==> config.mk <==
export PLATFORM = sky130hd
export DESIGN_NAME = smart_door_ctrl
export DESIGN_NICKNAME = d
export VERILOG_FILES = /design/src/rtl/smart_door_ctrl.sv
export SDC_FILE = /design/constraint.sdc
export NUM_CORES = 1
export LEC_CHECK = 0
export ABC_CLOCK_PERIOD_IN_PS = 3000
export BUFFER_PORTS_ARGS = -buffer_cell sky130_fd_sc_hd__buf_2
export CAP_MARGIN = 20
export CORE_UTILIZATION = 47
export DETAILED_ROUTE_END_ITERATION = 10
export GPL_TIMING_DRIVEN = 1
export PLACE_DENSITY = 0.7
export SYNTH_ARGS = -nofsm -noshare
export SYNTH_HDL_FRONTEND = slang
export SYNTH_SLANG_ARGS = --single-unit
==> constraint.sdc <==
create_clock -name clk -period 3 [get_ports clk]
set_clock_uncertainty 0.2 [all_clocks]
set_input_delay 0.6 -clock clk [delete_from_list [all_inputs] [get_ports clk]]
set_output_delay 0.6 -clock clk [all_outputs]
set_load 0.05 [all_outputs]
==> src/rtl/smart_door_ctrl.sv <==
// smart_door_ctrl
//   Door-passage controller for a room people counter. Two IR beams straddle
//   the doorway (outer and inner). Both beams are synchronised and debounced.
//   The order in which the filtered beams break is tracked, and only a
//   complete passage produces a count pulse.
//
// Ports
//   clk           system clock, rising edge
//   reset         asynchronous, active-high reset
//   sensor_out    raw outer beam, 1 = broken, asynchronous to clk
//   sensor_in     raw inner beam, 1 = broken, asynchronous to clk
//   people_count  current occupancy from the people counter
//   inc_pulse     one-cycle pulse, completed entry counted
//   dec_pulse     one-cycle pulse, completed exit counted
//   reject_pulse  one-cycle pulse, completed passage refused (full or empty)
//   door_lock     combinational, people_count >= MAX_PEOPLE
//   passage_busy  FSM is not idle
//   fault         FSM is in the fault state
module smart_door_ctrl #(
  parameter int DEBOUNCE_CYCLES = 4,
  parameter int TIMEOUT_CYCLES  = 64,
  parameter int MAX_PEOPLE      = 10,
  parameter int CNT_W           = 5
) (
  input  logic             clk,
  input  logic             reset,
  input  logic             sensor_out,
  input  logic             sensor_in,
  input  logic [CNT_W-1:0] people_count,
  output logic             inc_pulse,
  output logic             dec_pulse,
  output logic             reject_pulse,
  output logic             door_lock,
  output logic             passage_busy,
  output logic             fault
);

  localparam int DB_W  = $clog2(DEBOUNCE_CYCLES + 1);
  localparam int TMO_W = $clog2(TIMEOUT_CYCLES);
  localparam logic [DB_W-1:0]  DbLast    = DB_W'(DEBOUNCE_CYCLES - 1);
  localparam logic [TMO_W-1:0] TmoMax    = TMO_W'(TIMEOUT_CYCLES - 1);
  localparam logic [CNT_W-1:0] MaxPeople = CNT_W'(MAX_PEOPLE);

  typedef enum logic [2:0] {
    IDLE, E_OUT, E_BOTH, E_IN, X_IN, X_BOTH, X_OUT, FAULT
  } state_t;

  // Bit 1 is the outer beam, bit 0 the inner beam throughout.
  logic [1:0]      raw;
  logic [1:0]      meta_q;
  logic [1:0]      sync_q;
  logic [1:0]      filt_q;
  logic [DB_W-1:0] dbCnt_q [2];

  state_t          state_q, state_d, stateNext;
  logic [TMO_W-1:0] timer_q;
  logic            timeout;
  logic            entryDone, exitDone;
  logic            inc_q, dec_q, reject_q, busy_q, fault_q;

  assign raw = {sensor_out, sensor_in};

  // Two-flop synchroniser followed by a debouncer: the filtered value only
  // follows the synchronised value after DEBOUNCE_CYCLES consecutive cycles
  // of disagreement; any agreeing cycle restarts the count.
  always_ff @(posedge clk or posedge reset) begin
    if (reset) begin
      meta_q <= '0;
      sync_q <= '0;
      filt_q <= '0;
      for (int s = 0; s < 2; s++) dbCnt_q[s] <= '0;
    end else begin
      meta_q <= raw;
      sync_q <= meta_q;
      for (int s = 0; s < 2; s++) begin
        if (sync_q[s] == filt_q[s]) begin
          dbCnt_q[s] <= '0;
        end else if (dbCnt_q[s] == DbLast) begin
          dbCnt_q[s] <= '0;
          filt_q[s]  <= sync_q[s];
        end else begin
          dbCnt_q[s] <= dbCnt_q[s] + 1'b1;
        end
      end
    end
  end

  // Passage sequencing on the filtered beams {fo,fi}. A timeout while a
  // passage state has been held too long wins over any normal transition,
  // including a completion, so a timed-out passage never counts.
  always_comb begin
    stateNext = state_q;
    entryDone = 1'b0;
    exitDone  = 1'b0;
    case (state_q)
      IDLE: begin
        case (filt_q)
          2'b10:   stateNext = E_OUT;
          2'b01:   stateNext = X_IN;
          2'b11:   stateNext = FAULT;
          default: stateNext = IDLE;
        endcase
      end
      E_OUT: begin
        case (filt_q)
          2'b11:   stateNext = E_BOTH;
          2'b00:   stateNext = IDLE;
          2'b01:   stateNext = FAULT;
          default: stateNext = E_OUT;
        endcase
      end
      E_BOTH: begin
        case (filt_q)
          2'b01:   stateNext = E_IN;
          2'b10:   stateNext = E_OUT;
          2'b00:   stateNext = FAULT;
          default: stateNext = E_BOTH;
        endcase
      end
      E_IN: begin
        case (filt_q)
          2'b00: begin
            stateNext = IDLE;
            entryDone = 1'b1;
          end
          2'b11:   stateNext = E_BOTH;
          2'b10:   stateNext = FAULT;
          default: stateNext = E_IN;
        endcase
      end
      X_IN: begin
        case (filt_q)
          2'b11:   stateNext = X_BOTH;
          2'b00:   stateNext = IDLE;
          2'b10:   stateNext = FAULT;
          default: stateNext = X_IN;
        endcase
      end
      X_BOTH: begin
        case (filt_q)
          2'b10:   stateNext = X_OUT;
          2'b01:   stateNext = X_IN;
          2'b00:   stateNext = FAULT;
          default: stateNext = X_BOTH;
        endcase
      end
      X_OUT: begin
        case (filt_q)
          2'b00: begin
            stateNext = IDLE;
            exitDone  = 1'b1;
          end
          2'b11:   stateNext = X_BOTH;
          2'b01:   stateNext = FAULT;
          default: stateNext = X_OUT;
        endcase
      end
      FAULT: begin
        if (filt_q == 2'b00) stateNext = IDLE;
      end
      default: stateNext = IDLE;
    endcase

    timeout = (timer_q == TmoMax) && (state_q != IDLE) && (state_q != FAULT);
    state_d = timeout ? FAULT : stateNext;
    if (timeout) begin
      entryDone = 1'b0;
      exitDone  = 1'b0;
    end
  end

  // State, dwell timer and registered outputs. Pulses are computed from the
  // transition being taken, so they appear together with the return to IDLE.
  always_ff @(posedge clk or posedge reset) begin
    if (reset) begin
      state_q  <= IDLE;
      timer_q  <= '0;
      inc_q    <= 1'b0;
      dec_q    <= 1'b0;
      reject_q <= 1'b0;
      busy_q   <= 1'b0;
      fault_q  <= 1'b0;
    end else begin
      state_q <= state_d;
      if (state_d != state_q || state_q == IDLE || state_q == FAULT) begin
        timer_q <= '0;
      end else if (timer_q != TmoMax) begin
        timer_q <= timer_q + 1'b1;
      end
      inc_q    <= entryDone && (people_count < MaxPeople);
      dec_q    <= exitDone && (people_count != '0);
      reject_q <= (entryDone && (people_count >= MaxPeople)) ||
                  (exitDone && (people_count == '0));
      busy_q   <= (state_d != IDLE);
      fault_q  <= (state_d == FAULT);
    end
  end

  assign inc_pulse    = inc_q;
  assign dec_pulse    = dec_q;
  assign reject_pulse = reject_q;
  assign passage_busy = busy_q;
  assign fault        = fault_q;
  assign door_lock    = (people_count >= MaxPeople);

endmodule

After elaboration in Yosys (flattened, before gate mapping):

Cells that the tools add are included.

* equal/unequal tests: 19
* order comparisons: 2
* bitwise logic cells: 2
* add/subtract/negate cells: 3
* muxes and demuxes: 21
* reductions and logical operators: 18

Operators with widths (number)
* 3-bit one-hot mux with 3 select lines: 6
* 3-bit one-hot mux with 8 select lines: 1
* 3-bit 2-to-1 mux: 6
* 3-bit equality test (second input constant): 5
* 3-bit by 2-bit equality test with 1-bit output (second input constant): 4
* 6-bit 2-to-1 mux: 2
* 3-bit by 1-bit adder with 3-bit output (second input constant): 2
* 6-bit by 1-bit adder with 6-bit output (second input constant): 1
* 6-bit equality test (second input constant): 1
* 1-bit logical AND: 6
* 6-bit != test (second input constant): 1
* 2-bit one-hot mux with 3 select lines: 1
* 3-bit nonzero test: 2
* 5-bit by 4-bit greater-or-equal comparator with 1-bit output (second input constant): 1
* 5-bit logical NOT: 1
* 5-bit by 4-bit less-than comparator with 1-bit output (second input constant): 1
* 1-bit 2-to-1 mux: 5
* 5-bit nonzero test: 1
* 2-bit equality test (second input constant): 2
* 2-bit AND reduction: 2
* 3-bit by 1-bit equality test with 1-bit output (second input constant): 1
* 3-bit logical NOT: 1
* 1-bit logical OR: 3
* 3-bit != test: 1
* 6 further kinds: 8

* output and inout port bits: 6
* flip-flop bits (word level): 26
* logic and storage cells: 78
* input bits: 9

Longest topological paths before layout:

Gate-level depths: netlist of run 1.

* word-level depth: 8
* depth in mapped cells: 8
* gate-level depth less buffers: 8

Worst setup path before layout of run 1:

OpenSTA, ideal clock, no wires.

* path type: register -> register
* start: reg timer_q[0]
* end: reg timer_q[0]
* period minus slack after synthesis: 2.266 ns
* setup slack: 0.734 ns
* required time: 2.699 ns
* library setup time: 0.101 ns
* buffers on the path: 0
* arrival time: 1.965 ns
* cell stages (with the launch flop): 8
* cells stage by stage: dfrtp_1 ha_1 and4_4 and2_4 o211a_1 a2111o_1 xor2_2 nor4_1

* cells in the longest elaborated chain, start to end: 8
* elaborated cells between the ends (all ways): 12
* classes of those cells: add/sub: 1; eq/ne: 3; mux: 3; reduce/logical: 5

Ends and longest elaborated chain
* from (decl): RTL line 56 `logic [TMO_W-1:0] timer_q;`
* from (signal assigned): RTL line 188 `timer_q <= timer_q + 1'b1;`
* 6-bit equality test (*): RTL line 164 `timeout = (timer_q == TmoMax) && (state_q != IDLE) && (state_q != FAULT);`
* 1-bit logical AND (*) (2 in series): RTL line 164
* 3-bit 2-to-1 mux (*): RTL line 165 `state_d = timeout ? FAULT : stateNext;`
* named net state_d[1]: RTL line 55 `state_t state_q, state_d, stateNext;`
* 3-bit != test (*): RTL line 185 `if (state_d != state_q || state_q == IDLE || state_q == FAULT) begin`
* 1-bit logical OR (*) (2 in series): RTL line 185
* 6-bit 2-to-1 mux / 2-bit nonzero test (equally long branches)

The timed path passes the listed nets; every way through them passes the cells marked *. The select of a mux whose other input is x is not followed.
A chain may end at the register's enable or synchronous reset.

Worst setup path in the final report of run 1:

* start: reg timer_q[0]
* end: reg timer_q[5]

The elaborated chain is that of the path after synthesis.

==> results.py, run 1 <==
metrics = {
    "routing": {
        "drc": 0,
        "drt_pass1_iterations": 4,
        "ant_nets": 0,
        "detail_route.wl_per_cell_um": 14.28,
        "dr_total_vias": 1079,
        "via_per_inst": 5.961,
        "drt_iter0_markers": 41,
        "finalWirelength_mm": 2.584,
    },
    "worst_setup_path": {
        "crit_slowest_cell": "dfrtp_1",
        "r2r-end": "timer_q[5]",
        "r2r_slack_ps": 440,
        "rr_startpoint": "timer_q[0]",
        "crit_type": "flip-flop to flip-flop",
        "critPathMaxFanout": 6,
        "worstPathRequired_ps": 3010,
        "cp_top_family": "simple AND/OR/NAND/NOR gates",
        "path_buf_inv": 0,
        "end_kind": "flip-flop",
        "cp_slowest_stage_delay_ps": 430,
        "worstRegToRegCells": 7,
        "cp-start-kind": "flip-flop",
        "crit_chain": "ha_1, and4_4, and2_4, o211a_1, a2111o_1, xor2_2, nor4_1",
        "cp.arrival_ps": 2570,
    },
    "finish": {
        "final_cell_mix": "dfrtp_1 (26), buf_2 (14), o21ai_0 (10), ha_1 (10), nand2_1 (9)",
        "nets": 171,
        "layout_commonest_cell": "dfrtp_1",
        "synthToLayoutAreaGrowth_pct": 8.032,
        "nFillCells": 248,
        "drive_gt1_frac": 0.1600,
        "antennaDiodeCount": 0,
    },
    "sta": {
        "drv_slew": 0,
        "worst_pin_slew_ps": 574.3,
        "fin_crit_ps": 2564,
        "tns_ps": 0,
        "setup_viol": 0,
        "hold_viol_final": 0,
        "fmax_ghz": 0.3901,
        "fin_crit_sh": 0.8545,
        "whs_ps": 76.60,
        "layout_setup_ws_ps": 436.4,
        "grt_setup_unrepaired": "no",
        "relSlewSlack": 0.6171,
    },
    "global_routing": {
        "grt_overflow": 0,
        "grt_first_pass_wirelength_mm": 4.347,
        "grt_pass1_vias": 984,
        "grt_max_degree": 27,
        "antenna_found_initial": 0,
        "grt.total_usage": 0.1693,
    },
    "yosys": {
        "synthCells": 137,
        "synth_seq_cells": 26,
        "async_reset_ff_frac": 1.000,
        "synth_top_family_by_area": "simple AND/OR/NAND/NOR gates",
        "ys_warn_count": 0,
        "yosysTopAreaCell": "dfrtp_1",
        "yosys.area_share.simple": 0.2215,
        "synth-compound-area-share": 0.1350,
        "synthXorXnorAreaFrac": 0.03619,
        "synth_top_area_share": 0.4590,
        "ys_seq_area_frac": 0.4590,
        "ys.flop_type": "dfrtp_1",
        "synth_cell_types": 39,
        "synthAdderAreaFrac": 0.08826,
        "synth-edff-count": 0,
        "syn_area_um2": 1418,
        "syn-mean-instance-area_um2": 10.35,
        "synth_area_leaders": "dfrtp_1 (46%), ha_1 (8.8%), nor4_1 (3.5%)",
        "muxShareOfSynthArea": 0.02118,
        "syn_nets": 156,
    },
    "run_status": {
        "status": "finished, final reports clean",
    },
    "flow_run": {
        "drv_cap": 0,
    },
    "clock_tree": {
        "cts_root_buf": "clkbuf_4",
        "cts.repair.resized": 0,
        "cts_tree": "done",
        "cts_buffers": 3,
        "hold_buffers": 0,
        "clk_pin_slew_worst_paths_ps": 130,
        "clock_latency_ps": 320,
        "post-cts-setup-buffers": 0,
        "htree_levels": 1,
        "clockBufferDepth": 2,
        "cts.sinks": 26,
    },
    "pwr": {
        "p_leak_nw": 0.7327,
        "total_power_mw": 1.445,
        "ir_worst_vdd_mv": 0.4706,
        "power.density_nw_per_um2": 943.5,
    },
    "place": {
        "place.gp.congestion": 0.8366,
        "io_buffers": 14,
        "hpwl_mm": 1.846,
        "dp_slack_ps": 473.6,
    },
    "floorplanning": {
        "initial_utilization": 0.5054,
        "rows": 19,
        "die_area_um2": 3240,
        "die_w_um": 56.92,
        "io_pins": 15,
        "die_height_um": 56.92,
        "core_area_um2": 2805,
    },
    "min_path": {
        "hp-class": "primary input to async pin",
    },
}
==> cells in the mapped netlist (3+ instances only) <==
cell type and count:
nor2b_1 7, xnor2_1 4, nor4_1 8, inv_1 4, nand2b_1 4, nand2_1 9, o22ai_1 3, nand3_1 4
nor3b_1 3, dfrtp_1 26, nor3_1 4, and3_1 3, mux2i_1 3, o21ai_0 10, ha_1 10, a21oi_1 4
==> worst register-to-register path: cells and delay by family, from the launching register on <==
kind	cells	cell delay (ps)
AO/OA/AOI/OAI	2	600
XOR/XNOR	1	210
adder cells (fa/ha/maj)	1	270
flip-flops	1	430
AND/OR/NAND/NOR	3	740
==> metal layers <==
layer / vias to the layer above / track usage / part of all wire
met3: 2 / 0.02074 / 0.036
met5: - / 0 / 0
li1: 525 / - / -
met2: 25 / 0.2773 / 0.48
met1: 527 / 0.2355 / 0.47
met4: 0 / 0.05226 / 0.011
==> report_power, final <==
group | internal (mW) | switching [mW] | total, mW
registers | 0.431 | 0.126 | 0.556
clock network | 0.0471 | 0.0978 | 0.145
logic | 0.298 | 0.446 | 0.744
total | 0.776 | 0.669 | 1.44
==> metrics by stage <==
| stage | instance area, um^2 | utilization | instances |
|---|---|---|---|
| 2_1_floorplan | 1418 | - | 137 |
| 3_3_place_gp | 1494 | 0.5326 | 177 |
| 6_report | 1531 | 0.5459 | 181 |
| 5_1_grt | 1531 | 0.5459 | 181 |
| 3_5_place_dp | 1494 | 0.5326 | 177 |
| 4_1_cts | 1516 | 0.5406 | 180 |
==> how the worst max path moves through the flow <==
| stage | from | endpoint | cells after the start |
|---|---|---|---|
| finish | timer_q[0] | timer_q[5] | 7 |
| global route | timer_q[0] | timer_q[5] | 7 |
| CTS | timer_q[0] | timer_q[5] | 7 |
| detailed placement | timer_q[0] | timer_q[5] | 7 |
| global placement | timer_q[0] | timer_q[5] | 7 |
| floorplan | timer_q[0] | timer_q[0] | 7 |
==> layout make-up <==
cell class | count | area (um^2) | share of cell area
clock buffers | 3 | 22.52 | 0.01471
inverters | 4 | 15.01 | 0.009804
multi-input cells | 101 | 711.9 | 0.4649
flip-flops and latches | 26 | 650.6 | 0.4248
well taps | 31 | 38.79 | 0.02533
repair buffers | 16 | 92.59 | 0.06046
==> sequential cells by signal, summed over array words and instances (netlist names) <==
| name | cells |
|---|---|
| dbCnt_q | 6 |
| dec_pulse | 1 |
| fault | 1 |
| filt_q | 2 |
| inc_pulse | 1 |
| meta_q | 2 |
| passage_busy | 1 |
| reject_pulse | 1 |
| state_q | 3 |
| sync_q | 2 |
| timer_q | 6 |
==> kinds of logic (layout without fill, tap and decap cells) <==
group	after synthesis	in the layout
simple gates	53	53
compound gates	30	30
flops	26	26
fa+ha+maj	10	10
buf+inv	10	23
xor+xnor	5	5
mux	3	3
(Power assumes the default switching activity.)
==> run 2: changes to the inputs <==
- ABC_AREA: not set -> 1
==> run 2 against run 1 <==
Area after synthesis grew 5.9%. Flip-flop and latch count did not move. Worst hold slack improved by 90 ps. Register-to-register slack better by 420 ps. Combinational power is 14% higher. Cell area rose by 10%.
==> results.py, run 2 <==
metrics = {
    "pwr": {
        "power.switching_uw": 766.5,
        "pwr-share-clk": 0.148,
        "total_power_mw": 1.602,
        "ir_worst_vdd_mv": 0.4034,
        "p_leak_nw": 0.8375,
        "power.density_nw_per_um2": 948.4,
        "internal_power_uw": 835.5,
        "combPwrFrac": 0.529,
        "switching_share": 0.4785,
        "sequentialPowerShare": 0.323,
    },
    "run_status": {
        "status": "finished, final reports clean",
    },
    "yosys": {
        "syn_nets": 187,
        "ys_seq_area_frac": 0.4333,
        "synth_seq_cells": 26,
        "yosysTopAreaCell": "dfrtp_1",
        "synth_top_area_share": 0.4333,
        "synth-edff-count": 0,
        "ys_warn_count": 0,
        "synthCells": 168,
        "ys.flop_type": "dfrtp_1",
        "synth_most_common_cell": "dfrtp_1",
        "synth_area_leaders": "dfrtp_1 (43%), ha_1 (8.3%), inv_1 (6.0%)",
        "synth_commonest_cells": "dfrtp_1 (26), inv_1 (24), nand2_1 (24)",
        "synth_cell_types": 26,
        "syn-mean-instance-area_um2": 8.937,
        "syn_area_um2": 1501,
        "async_reset_ff_frac": 1.000,
    },
    "clock_tree": {
        "cts.repair.resized": 0,
        "htree_levels": 1,
        "cts.sinks": 26,
        "cts_buffers": 3,
        "cts_tree": "done",
        "clock_latency_ps": 310,
        "cts_root_buf": "clkbuf_4",
        "clockBufferDepth": 2,
        "clk_pin_slew_worst_paths_ps": 140,
    },
    "global_routing": {
        "grt.total_usage": 0.1735,
        "grt_max_degree": 27,
        "grt_first_pass_wirelength_mm": 4.574,
        "grt_pass1_vias": 1120,
        "antenna_found_initial": 0,
        "grt_overflow": 0,
    },
    "finish": {
        "final_area_um2": 1689,
        "post-route-util": 0.5533,
        "antennaDiodeCount": 0,
        "layout_commonest_cell": "dfrtp_1",
        "nets": 206,
        "drive_gt1_frac": 0.2742,
        "final_cell_mix": "dfrtp_1 (26), inv_1 (24), nand2_1 (24), nor2_1 (14), buf_2 (14)",
        "fin_cells": 230,
        "synthToLayoutAreaGrowth_pct": 12.50,
        "top_regs": "dbCnt_q x6, timer_q x6, state_q x3",
    },
    "worst_setup_path": {
        "cp_top_family": "simple AND/OR/NAND/NOR gates",
        "crit_slowest_cell": "dfrtp_1",
        "path_buf_inv": 2,
        "cpMostUsedCell": "nand2_1",
        "r2r_slack_ps": 860,
        "r2r-end": "timer_q[4]",
        "rr_startpoint": "filt_q[0]",
        "worstRegToRegCells": 12,
        "crit_chain": "inv_1, ha_1, inv_1, nand2_1, nand2_1, nand2_1, nand2_1, nor2_2, nand3_1, nand2_2, nand2_4, nor3_2",
        "end_kind": "flip-flop",
        "crit_type": "flip-flop to flip-flop",
        "worstPathRequired_ps": 3040,
        "cp.arrival_ps": 2190,
        "critPathMaxFanout": 6,
        "cp_slowest_stage_delay_ps": 460,
        "cp-start-kind": "flip-flop",
    },
    "sta": {
        "tns_ps": 0,
        "hold_viol_final": 0,
        "whs_ps": 166.7,
        "layout_setup_ws_ps": 858.4,
        "drv_slew": 0,
        "fin_crit_ps": 2142,
        "relSlewSlack": 0.7207,
        "worst_pin_slew_ps": 419.0,
        "fmax_ghz": 0.4669,
        "fin_crit_sh": 0.7139,
        "grt_setup_unrepaired": "no",
        "setup_viol": 0,
    },
    "floorplanning": {
        "die_area_um2": 3425,
        "rows": 20,
        "io_pins": 15,
        "die_w_um": 58.52,
        "initial_utilization": 0.4918,
        "die_height_um": 58.52,
        "core_area_um2": 3053,
    },
    "place": {
        "dp_cells": 224,
        "dp_slack_ps": 880.8,
        "postPlaceCellArea_um2": 1599,
        "place.gp.congestion": 0.9140,
        "io_buffers": 14,
        "hpwl_mm": 1.956,
    },
    "routing": {
        "detail_route.wl_per_cell_um": 10.82,
        "dr_total_vias": 1133,
        "drt_iter0_markers": 76,
        "ant_nets": 0,
        "drt_pass1_iterations": 4,
        "via_per_inst": 4.926,
        "finalWirelength_mm": 2.489,
        "drc": 0,
    },
    "flow_run": {
        "drv_cap": 0,
    },
    "min_path": {
        "min_to": "sync_q[1]",
        "worstHoldPathCells": 0,
        "hp-class": "flip-flop to flip-flop",
        "hold_start": "meta_q[1]",
    },
}
## run 2: cell count changes in the layout (fill, tap and decap cells not counted), moves of 4 or more
| cell | before | now |
|---|---|---|
| inv_1 | 4 | 24 |
| nand2_1 | 9 | 24 |
| nor2_1 | 2 | 14 |
| nand2_2 | 0 | 9 |
| nor2_2 | 0 | 8 |
| nor4_1 | 8 | 0 |
| nand3_1 | 4 | 11 |
| nor2b_1 | 7 | 0 |
| nor3_2 | 0 | 6 |
| o21ai_0 | 10 | 5 |
| a21oi_1 | 4 | 0 |
| nand2b_1 | 4 | 0 |
## run 2: final cells by class
class,instances,area (um^2)
Fill cell,293,1364
Multi-Input combinational cell,114,725.7
Sequential cell,26,650.6
Timing Repair Buffer,16,107.6
Inverter,26,97.59
Tap cell,44,55.05
Clock inverter,1,30.03
Clock buffer,3,22.52
## run 2: worst max-delay path by stage
stage                         start    endpoint  slack (ps)  depth (start not counted)
global placement    people_count[3]   door_lock         940                          4
detailed placement  people_count[3]   door_lock         880                          4
finish                    filt_q[0]  timer_q[4]         860                         12
CTS                       filt_q[0]  timer_q[4]         850                         12
floorplan           people_count[1]   door_lock         380                          2
global route              filt_q[0]  timer_q[2]         670                         12
## run 2: what timing repair did
action	CTS	global route
hold buffers	0	1
setup buffers	0	0
hold endpoints to repair	0	1
## run 2: cell families (layout without fill, tap and decap cells)
logic type	after synthesis	count (layout)	synth area share
and+or+nand+nor	91	91	0.3392
buffers and inverters	28	46	0.08334
DFF	26	26	0.4333
adders and majority gates	10	10	0.08333
AOI/OAI and AO/OA	7	7	0.02584
xor gates and xnor gates	6	6	0.03500
## run 2: power by group through the flow
stage / logic, mW / clock network [mW] / registers (mW)
6_report: 0.848 / 0.237 / 0.517
4_1_cts: 0.843 / 0.245 / 0.518
3_3_place_gp: 0.802 / 0 / 0.519
5_1_grt: 0.942 / 0.261 / 0.533
2_1_floorplan: 0.687 / 0 / 0.532
3_5_place_dp: 0.840 / 0 / 0.526
## run 2: per-layer routing
layer,track usage,part of all wire,up-vias
li1,-,-,562
met1,0.2125,0.44,534
met4,0.04762,0.010,0
met5,0,0,-
met3,0.02857,0.043,4
met2,0.3153,0.50,33
## run 2: worst reg2reg max path, delay by kind of cell, from the launching register on
family | cells | cell delay, ps
AND/OR/NAND/NOR | 9 | 880
adder cells (fa/ha/maj) | 1 | 240
buffers and inverters | 2 | 280
flip-flops | 1 | 460
